**src/rtl/mr_pkg.sv**
```systemverilog
// rtl/mr_pkg.sv - shared types and constants for the mr memory arbiter slice
package mr_pkg;

    localparam int XLEN  = 32;
    localparam int SEL_W = XLEN / 8;

    localparam logic ARB_M_IF = 1'b0;
    localparam logic ARB_M_LS = 1'b1;

    typedef enum logic [1:0] {
        ARB_IDLE,
        ARB_OWN_IF,
        ARB_OWN_LS
    } arb_state_t;

endpackage

```
**src/rtl/mr_out_cnt.sv**
```systemverilog
// rtl/mr_out_cnt.sv - saturating up/down counter of outstanding bus requests
module mr_out_cnt #(
    parameter int MAX = 2,
    parameter int W   = $clog2(MAX + 1)
) (
    input  logic         clk,
    input  logic         rst,
    input  logic         clr,
    input  logic         inc,
    input  logic         dec,
    output logic [W-1:0] cnt,
    output logic         full,
    output logic         empty
);

    assign full  = (cnt == W'(MAX));
    assign empty = (cnt == '0);

    // A request and a response in the same cycle cancel; a spurious response at zero is ignored.
    always_ff @(posedge clk or negedge rst) begin
        if (!rst) begin
            cnt <= '0;
        end else if (clr) begin
            cnt <= '0;
        end else if (inc && !dec && !full) begin
            cnt <= cnt + 1'b1;
        end else if (dec && !inc && !empty) begin
            cnt <= cnt - 1'b1;
        end
    end

endmodule

```
**src/rtl/mr_mem_arb.sv**
```systemverilog
// rtl/mr_mem_arb.sv - IF/LS to single memory port arbiter, cyc-to-cyc grants
// Define MR_ARB_RR_EN for round-robin tie breaking instead of fixed LS priority.
module mr_mem_arb
    import mr_pkg::*;
#(
    parameter int  MAX_OUT = 2,
    localparam int CNT_W   = $clog2(MAX_OUT + 1)
) (
    input  logic             clk,
    input  logic             rst,
    input  logic             if_cyc,
    input  logic             if_stb,
    input  logic [XLEN-1:0]  if_adr,
    output logic             if_ack,
    output logic             if_err,
    output logic             if_stall,
    output logic [XLEN-1:0]  if_dat,
    input  logic             ls_cyc,
    input  logic             ls_stb,
    input  logic             ls_we,
    input  logic [XLEN-1:0]  ls_adr,
    input  logic [XLEN-1:0]  ls_dat_w,
    input  logic [SEL_W-1:0] ls_sel,
    output logic             ls_ack,
    output logic             ls_err,
    output logic             ls_stall,
    output logic [XLEN-1:0]  ls_dat_r,
    output logic             m_cyc,
    output logic             m_stb,
    output logic             m_we,
    output logic [XLEN-1:0]  m_adr,
    output logic [XLEN-1:0]  m_dat_w,
    output logic [SEL_W-1:0] m_sel,
    input  logic             m_ack,
    input  logic             m_err,
    input  logic             m_stall,
    input  logic [XLEN-1:0]  m_dat_r
);

    arb_state_t       state;
    logic             own_if;
    logic             own_ls;
    logic             own_cyc;
    logic             own_stb;
    logic             cnt_full;
    logic             cnt_empty;
    logic             cnt_clr;
    logic [CNT_W-1:0] cnt;
`ifdef MR_ARB_RR_EN
    logic             last;
`endif

    assign own_if = (state == ARB_OWN_IF);
    assign own_ls = (state == ARB_OWN_LS);

    // IF fetches whole words, so its selects are all ones and it never writes.
    always_comb begin
        own_cyc = 1'b0;
        own_stb = 1'b0;
        m_we    = 1'b0;
        m_adr   = '0;
        m_dat_w = '0;
        m_sel   = '0;
        case (state)
            ARB_OWN_IF: begin
                own_cyc = if_cyc;
                own_stb = if_stb;
                m_adr   = if_adr;
                m_sel   = '1;
            end
            ARB_OWN_LS: begin
                own_cyc = ls_cyc;
                own_stb = ls_stb;
                m_we    = ls_we;
                m_adr   = ls_adr;
                m_dat_w = ls_dat_w;
                m_sel   = ls_sel;
            end
            default: ;
        endcase
    end

    assign m_cyc = own_cyc;
    assign m_stb = own_cyc & own_stb & ~cnt_full;

    assign if_stall = own_if ? (m_stall | cnt_full) : 1'b1;
    assign ls_stall = own_ls ? (m_stall | cnt_full) : 1'b1;

    // Responses after the owner dropped cyc belong to an aborted cycle and are swallowed.
    assign if_ack = own_if & if_cyc & m_ack;
    assign if_err = own_if & if_cyc & m_err;
    assign ls_ack = own_ls & ls_cyc & m_ack;
    assign ls_err = own_ls & ls_cyc & m_err;

    assign if_dat   = m_dat_r;
    assign ls_dat_r = m_dat_r;

    assign cnt_clr = (own_if | own_ls) & ~own_cyc;

    mr_out_cnt #(
        .MAX (MAX_OUT),
        .W   (CNT_W)
    ) u_out_cnt (
        .clk   (clk),
        .rst   (rst),
        .clr   (cnt_clr),
        .inc   (m_stb & ~m_stall),
        .dec   (m_ack | m_err),
        .cnt   (cnt),
        .full  (cnt_full),
        .empty (cnt_empty)
    );

    always_ff @(posedge clk or negedge rst) begin
        if (!rst) begin
            state <= ARB_IDLE;
`ifdef MR_ARB_RR_EN
            last  <= ARB_M_LS;
`endif
        end else begin
            case (state)
                ARB_IDLE: begin
`ifdef MR_ARB_RR_EN
                    if (ls_cyc && (!if_cyc || last == ARB_M_IF)) begin
                        state <= ARB_OWN_LS;
                        last  <= ARB_M_LS;
                    end else if (if_cyc) begin
                        state <= ARB_OWN_IF;
                        last  <= ARB_M_IF;
                    end
`else
                    if (ls_cyc) begin
                        state <= ARB_OWN_LS;
                    end else if (if_cyc) begin
                        state <= ARB_OWN_IF;
                    end
`endif
                end
                ARB_OWN_IF: if (!if_cyc) state <= ARB_IDLE;
                ARB_OWN_LS: if (!ls_cyc) state <= ARB_IDLE;
                default:    state <= ARB_IDLE;
            endcase
        end
    end

    a_idle_empty: assert property (@(posedge clk) disable iff (!rst)
        (state == ARB_IDLE) |-> cnt_empty);
    a_cnt_bound: assert property (@(posedge clk) disable iff (!rst)
        cnt <= CNT_W'(MAX_OUT));

endmodule

```
**config.mk**
```make
export PLATFORM = sky130hd
export DESIGN_NAME = mr_mem_arb
export DESIGN_NICKNAME = d
export VERILOG_FILES = /design/src/rtl/mr_pkg.sv /design/src/rtl/mr_out_cnt.sv /design/src/rtl/mr_mem_arb.sv
export SDC_FILE = /design/constraint.sdc
export NUM_CORES = 1
export LEC_CHECK = 0
export ABC_AREA = 1
export BUFFER_PORTS_ARGS = -buffer_cell sky130_fd_sc_hd__buf_2
export CORE_AREA = 2 2 110 112
export CTS_CLUSTER_DIAMETER = 200
export CTS_CLUSTER_SIZE = 30
export DETAILED_ROUTE_END_ITERATION = 10
export DIE_AREA = 0 0 112 114
export SETUP_SLACK_MARGIN = 0.02
export SLEW_MARGIN = 20
export SYNTH_ARGS = -nofsm -noshare
export SYNTH_HDL_FRONTEND = slang
export SYNTH_SLANG_ARGS = --single-unit
```
**constraint.sdc**
```tcl
create_clock -name clk -period 1.8 [get_ports clk]
set_input_delay 0 -clock clk [delete_from_list [all_inputs] [get_ports clk]]
set_output_delay 0 -clock clk [all_outputs]
set_load 0.02 [all_outputs]
```
# Yosys cells after proc, flatten, opt, wreduce, memory -nomap -nowiden
# Cells that the tools add are included.
# W data, S select, Z words.
dict set report word_totals {
  in_bits 142
  out_inout_bits 141
  wordCells 54
  ff_bits 4
}
dict set report classes {
  reduce_logical 12
  n_eq_ne 6
  n_bitwise 16
  muxes 16
  addsub 2
}
# op count
set ops {}
lappend ops {{$pmux W32 S2} 1}
lappend ops {{$mux W32} 1}
lappend ops {{$mux W2} 7}
lappend ops {{$and A1 B1 Y1} 10}
lappend ops {{$pmux W4 S2} 1}
lappend ops {{$pmux W2 S3} 1}
lappend ops {{$eq A2 B2 Y1 const B} 2}
lappend ops {{$logic_and A1 B1 Y1} 4}
lappend ops {{$logic_not A1 Y1} 4}
lappend ops {{$logic_not A2 Y1} 2}
lappend ops {{$ne A2 B2 Y1 const B} 2}
lappend ops {{$pmux W1 S2} 2}
lappend ops {{$mux W1} 3}
lappend ops {{$ne A3 B3 Y1 const B} 1}
lappend ops {{$not A1 Y1} 3}
lappend ops {{$or A1 B1 Y1} 3}
lappend ops {{$reduce_and A3 Y1} 1}
lappend ops {{$reduce_bool A3 Y1} 1}
lappend ops {{$add A2 B1 Y2 const B} 1}
lappend ops {{$eq A2 B1 Y1 const B} 1}
lappend ops {{$sub A2 B1 Y2 const B} 1}

# Longest topological paths before layout
dict set report depth {
  word_depth 11
  mapped_depth 12
  mapped_depth_nobuf 11
}

# Modules after synthesis
# From an unflattened synthesis, not the netlist that was laid out.
dict set report hier_totals {
  cells_unflattened 323
  area_unflattened_um2 1722.9
}
# mod area_each_um2 cells_each seq_area_each_um2 n_inst
set modules_own_cells {}
lappend modules_own_cells {mr_mem_arb 1542.7 293 50.0 1}
lappend modules_own_cells {mr_out_cnt 180.2 30 50.0 1}

# Least setup slack after synthesis
# No wires, ideal clock.
dict set report synth_timing {
  path_kind {reg2reg}
  from {register state[1]}
  to {register u_out_cnt.cnt[0]}
  path_buffers 1
  setup_slack_ns 0.267
  path_stages_with_launch 13
  t_required_ns 1.683
  arrival_time_ns 1.415
  cell_sequence {dfrtp_1 inv_1 ha_1 buf_4 nand2_1 nand2_1 nand2_1 nor2_8 nand2_1 nand2_2 nand3_1 nand3_1 nand2_1}
}
dict set report synth_between {
  elab_chain_cells 9
  word_cells_on_any_way 18
  cone_classes {eq/ne: 2; mux: 4; bitwise: 6; reduce/logical: 6}
}
# element line_no
set synth_rtl {}
lappend synth_rtl {{start: declaration} mr_mem_arb.sv:40} ;# arb_state_t state;
lappend synth_rtl {{start signal: assignment} mr_mem_arb.sv:116} ;# state <= ARB_IDLE;
lappend synth_rtl {{start signal: assignment} mr_mem_arb.sv:133} ;# state <= ARB_OWN_LS;
lappend synth_rtl {{start signal: assignment} mr_mem_arb.sv:135} ;# state <= ARB_OWN_IF;
lappend synth_rtl {{$eq A2 B2 Y1 / $eq A2 B1 Y1 (equally long branches)} mr_mem_arb.sv:64} ;# case (state)
lappend synth_rtl {{$pmux W1 S2} mr_mem_arb.sv:64}
lappend synth_rtl {{$and A1 B1 Y1 * (2 in series)} mr_mem_arb.sv:84} ;# assign m_stb = own_cyc & own_stb & ~cnt_full;
lappend synth_rtl {{via m_stb} mr_mem_arb.sv:29} ;# output logic m_stb,
lappend synth_rtl {{$and A1 B1 Y1 *} mr_mem_arb.sv:107} ;# .inc (m_stb & ~m_stall),
lappend synth_rtl {{$logic_and A1 B1 Y1 / $logic_not A1 Y1 (equally long branches)} {mr_out_cnt.sv:25, mr_out_cnt.sv:27}}
lappend synth_rtl {{$logic_and A1 B1 Y1, on equally long branches} {mr_out_cnt.sv:25, mr_out_cnt.sv:27}}
lappend synth_rtl {{$mux W2 / $logic_and A1 B1 Y1 (equally long branches)} {mr_out_cnt.sv:25, mr_out_cnt.sv:27}}
lappend synth_rtl {{$mux W2 / $reduce_bool A3 Y1 (equally long branches)} -}
lappend synth_rtl {{end signal: assignment} mr_out_cnt.sv:26} ;# cnt <= cnt + 1'b1;
lappend synth_rtl {{end signal: assignment} mr_out_cnt.sv:28} ;# cnt <= cnt - 1'b1;
lappend synth_rtl {{end: declaration} mr_out_cnt.sv:11} ;# output logic [W-1:0] cnt,
# Mark *: on every way through the listed nets, which the timed path passes. The rest lies on a longest branch.
# A chain may end at the register's enable or synchronous reset.

# Worst setup path in the final report
dict set report layout_timing {
  from {register state[0]}
  to {output port m_adr[4]}
}
dict set report layout_between {
  elab_chain_cells 2
  word_cells_on_any_way 3
  cone_classes {eq/ne: 2; mux: 1}
}
# element line_no
set layout_rtl {}
lappend layout_rtl {{$eq A2 B2 Y1 / $eq A2 B1 Y1 (equally long branches)} mr_mem_arb.sv:64}
lappend layout_rtl {{$pmux W32 S2 *} mr_mem_arb.sv:64}
lappend layout_rtl {{end: declaration} mr_mem_arb.sv:31} ;# output logic [XLEN-1:0] m_adr,
# Mark *: on every way between the ends. The rest lies on a longest branch, timed or not.

==> results.cfg <==
[status]
result_of_the_run = finished clean

[die]
dieArea_sq_mm = 0.0128
rows = 40
start_util_pct = 14.2
die_x_um = 112
die_y_um = 114
ports = 283
floorplan.core_area_sq_mm = 0.0117

[sta]
slew-limit-headroom_pct = 78.0
finalHoldViolCount = 0
worst-slew-pin-transition_ps = 329
max_clock_freq_mhz = 580
finalSetupViolCount = 0
final_critical_path_setup_slack_ps = 74.5
final.setup.tns_ps = 0
post-route-period-util_pct = 95.9
period_needed_ps = 1730
drv_slew = 0
finalClockSkew_ps = 0.351
grt_setup_unrepaired = yes

[finish]
antenna_cells = 0
drive_gt1_share_pct = 47.9
mostFrequentLayoutCells = 183 x buf_2, 115 x nand2_1, 48 x inv_1, 37 x a21oi_1, 9 x nor2_1
final_nets = 577
n_fill_cell = 1370
layout_commonest_cell = buf_2
area_delta_synth_final_pct = 46.2

[grt]
grt_util_all_layers_pct = 8.60
grt_first_pass_wirelength_um = 8920
number_of_antenna_violations_at_the_first_check_in_global_routing = 1
grt_start_max_net_pins = 36
grt_remaining_overflow = 0
via_count_of_the_first_global_routing_pass = 1831

[clock_network]
clock_sink_count = 4
path_clk_slew_ps = 30
number_of_h_tree_levels = 1
tritoncts = done
cts-root-to-sink-buffers = 2
cts_root_buf = clkbuf_16
worstSkewPairLatency_ps = 220
cts-buffers-inserted = 3

[route]
post_drt_wl_per_cell_um = 10.8
drt_first_pass_iters = 4
vias_per_cell = 3.65
drc = 0
dr_total_vias = 2106
route.final.wire_length_um = 6220
antenna_violating_nets_post_route = 0
detailedRoute.firstIterationViolations = 93

[worst_setup_path]
rr_startpoint = state[0]
ff2ff_path_depth = 11
worstSetupEndpointType = primary output
r2r-end = u_out_cnt.cnt[0]
worst_setup_path_start_kind = register
worst-setup-path-type = reg2out
cp.arrival_ps = 1730
regToRegSetupSlack_ps = 160
worst-endpoint-required_ps = 1800
critical_path.max_fanout = 35

[hold_path]
holdPathEnd = if_dat[7]
path_type_of_the_worst_min_delay_path = in2out
timing.hold.worst.start = m_dat_r[7]
timing.hold.worst_path_depth = 0

[synth]
post_synth_main_area_contributors = buf_4 30%, nand2_1 26%, a21oi_1 11%, inv_1 11%, dfrtp_1 6.0%
ys_ff_latch = 4
synth_sequential_area_ratio_pct = 6.02
yosysTopAreaCellShare_pct = 29.8
mappedNetlistArea_sq_mm = 0.00166
ys_types = 17
synth_area_leader_cell = buf_4
synth_nets = 459
synthesized_instance_count = 314
avgSynthCellArea_sq_um = 5.30
ys.warnings.count = 0

[place]
place.gp.congestion = 0.813
detailedPlacementHpwl_um = 5170
pre_cts_slack_ps = 183
numPortBuffers = 186

[run]
max_cap_viols = 0

[power_and_ir_drop]
cellLeakagePower_uw = 0.00165
power.density_mw_per_mm2 = 1390
vdd_drop_max_mv = 0.804
state kept, by name, indices dropped and copies added (netlist names):
| register | cells |
|---|---|
| state | 2 |
| u_out_cnt.cnt | 2 |
power by group:
| group | total [uW] | switching [uW] | internal [uW] |
|---|---|---|---|
| clock network | 340 | 56.6 | 283 |
| registers | 164 | 31.4 | 132 |
| logic | 2870 | 1900 | 972 |
| total | 3370 | 1980 | 1390 |
kinds of logic (layout without fill, tap and decap cells):
kind of cell,Yosys count,in the layout,synth area share (%)
simple gates,139,139,35.9
flops,4,4,6.02
fa+ha+maj,3,3,2.26
compound gates,40,40,12.0
buf+inv,128,244,43.8
worst max-delay path by stage:
stage / start / end / slack (ps) / cells after the start
2_1_floorplan: state[1] / u_out_cnt.cnt[0] / 270 / 12
3_3_place_gp: state[0] / u_out_cnt.cnt[0] / 220 / 11
4_1_cts: state[1] / m_adr[4] / 30 / 6
3_5_place_dp: state[0] / u_out_cnt.cnt[0] / 180 / 8
5_1_grt: state[0] / u_out_cnt.cnt[0] / -0.1 / 11
6_report: state[0] / m_adr[4] / 70 / 6
metal layers:
layer / routed length, um / vias up / track usage, %
li1: - / 1102 / -
met1: 2500 / 848 / 10.4
met2: 3010 / 132 / 15.4
met3: 591 / 24 / 1.65
met4: 125 / 0 / 2.76
met5: 0 / - / 0
cell usage after synthesis:
master	number
clkbuf_1	10
nand3_1	5
nand2_1	115
a21oi_1	38
dfrtp_1	4
o21ai_0	2
nor2_8	1
nand3_4	1
nor2_1	9
buf_1	3
nand2_4	4
inv_1	48
inv_2	1
nand2_2	1
nand4_1	3
ha_1	3
buf_4	66
metrics by stage:
stage / hold WS (ps) / power (uW) / cells / util, % / cell area (sq um)
global placement: -183 / 2980 / 573 / 19.7 / 2310
CTS: 0.200 / 3370 / 577 / 20.5 / 2400
global route: 0.0476 / 3710 / 577 / 20.8 / 2430
floorplan: -296 / 2180 / 314 / - / 1660
detailed placement: -187 / 2990 / 573 / 19.7 / 2310
finish: 0.00972 / 3370 / 577 / 20.8 / 2430
critical path, cell delays in order, from the launching register on:
cell and delay [ps]:
dfrtp_1 410, inv_1 100, ha_2 290, buf_12 210
nand2_1 70, a21oi_1 200, buf_2 210
area by class of cell:
cell class	count	area, sq um	area share (%)
Multi-Input combinational cell	182	857	35.2
Inverter	49	186	7.66
Sequential cell	4	100	4.11
Tap cell	147	184	7.56
Clock buffer	3	75.1	3.08
Timing Repair Buffer	192	1030	42.4
what timing repair did:
item	4_1_cts	5_1_grt
endpoints found under the setup margin	1	7
cloned	0	0
hold buffers	1	0
hold endpoints to repair	4	0
buffers inserted	0	0
gates resized for setup	2	8
Note: power is estimated with default switching activity, not from simulation.
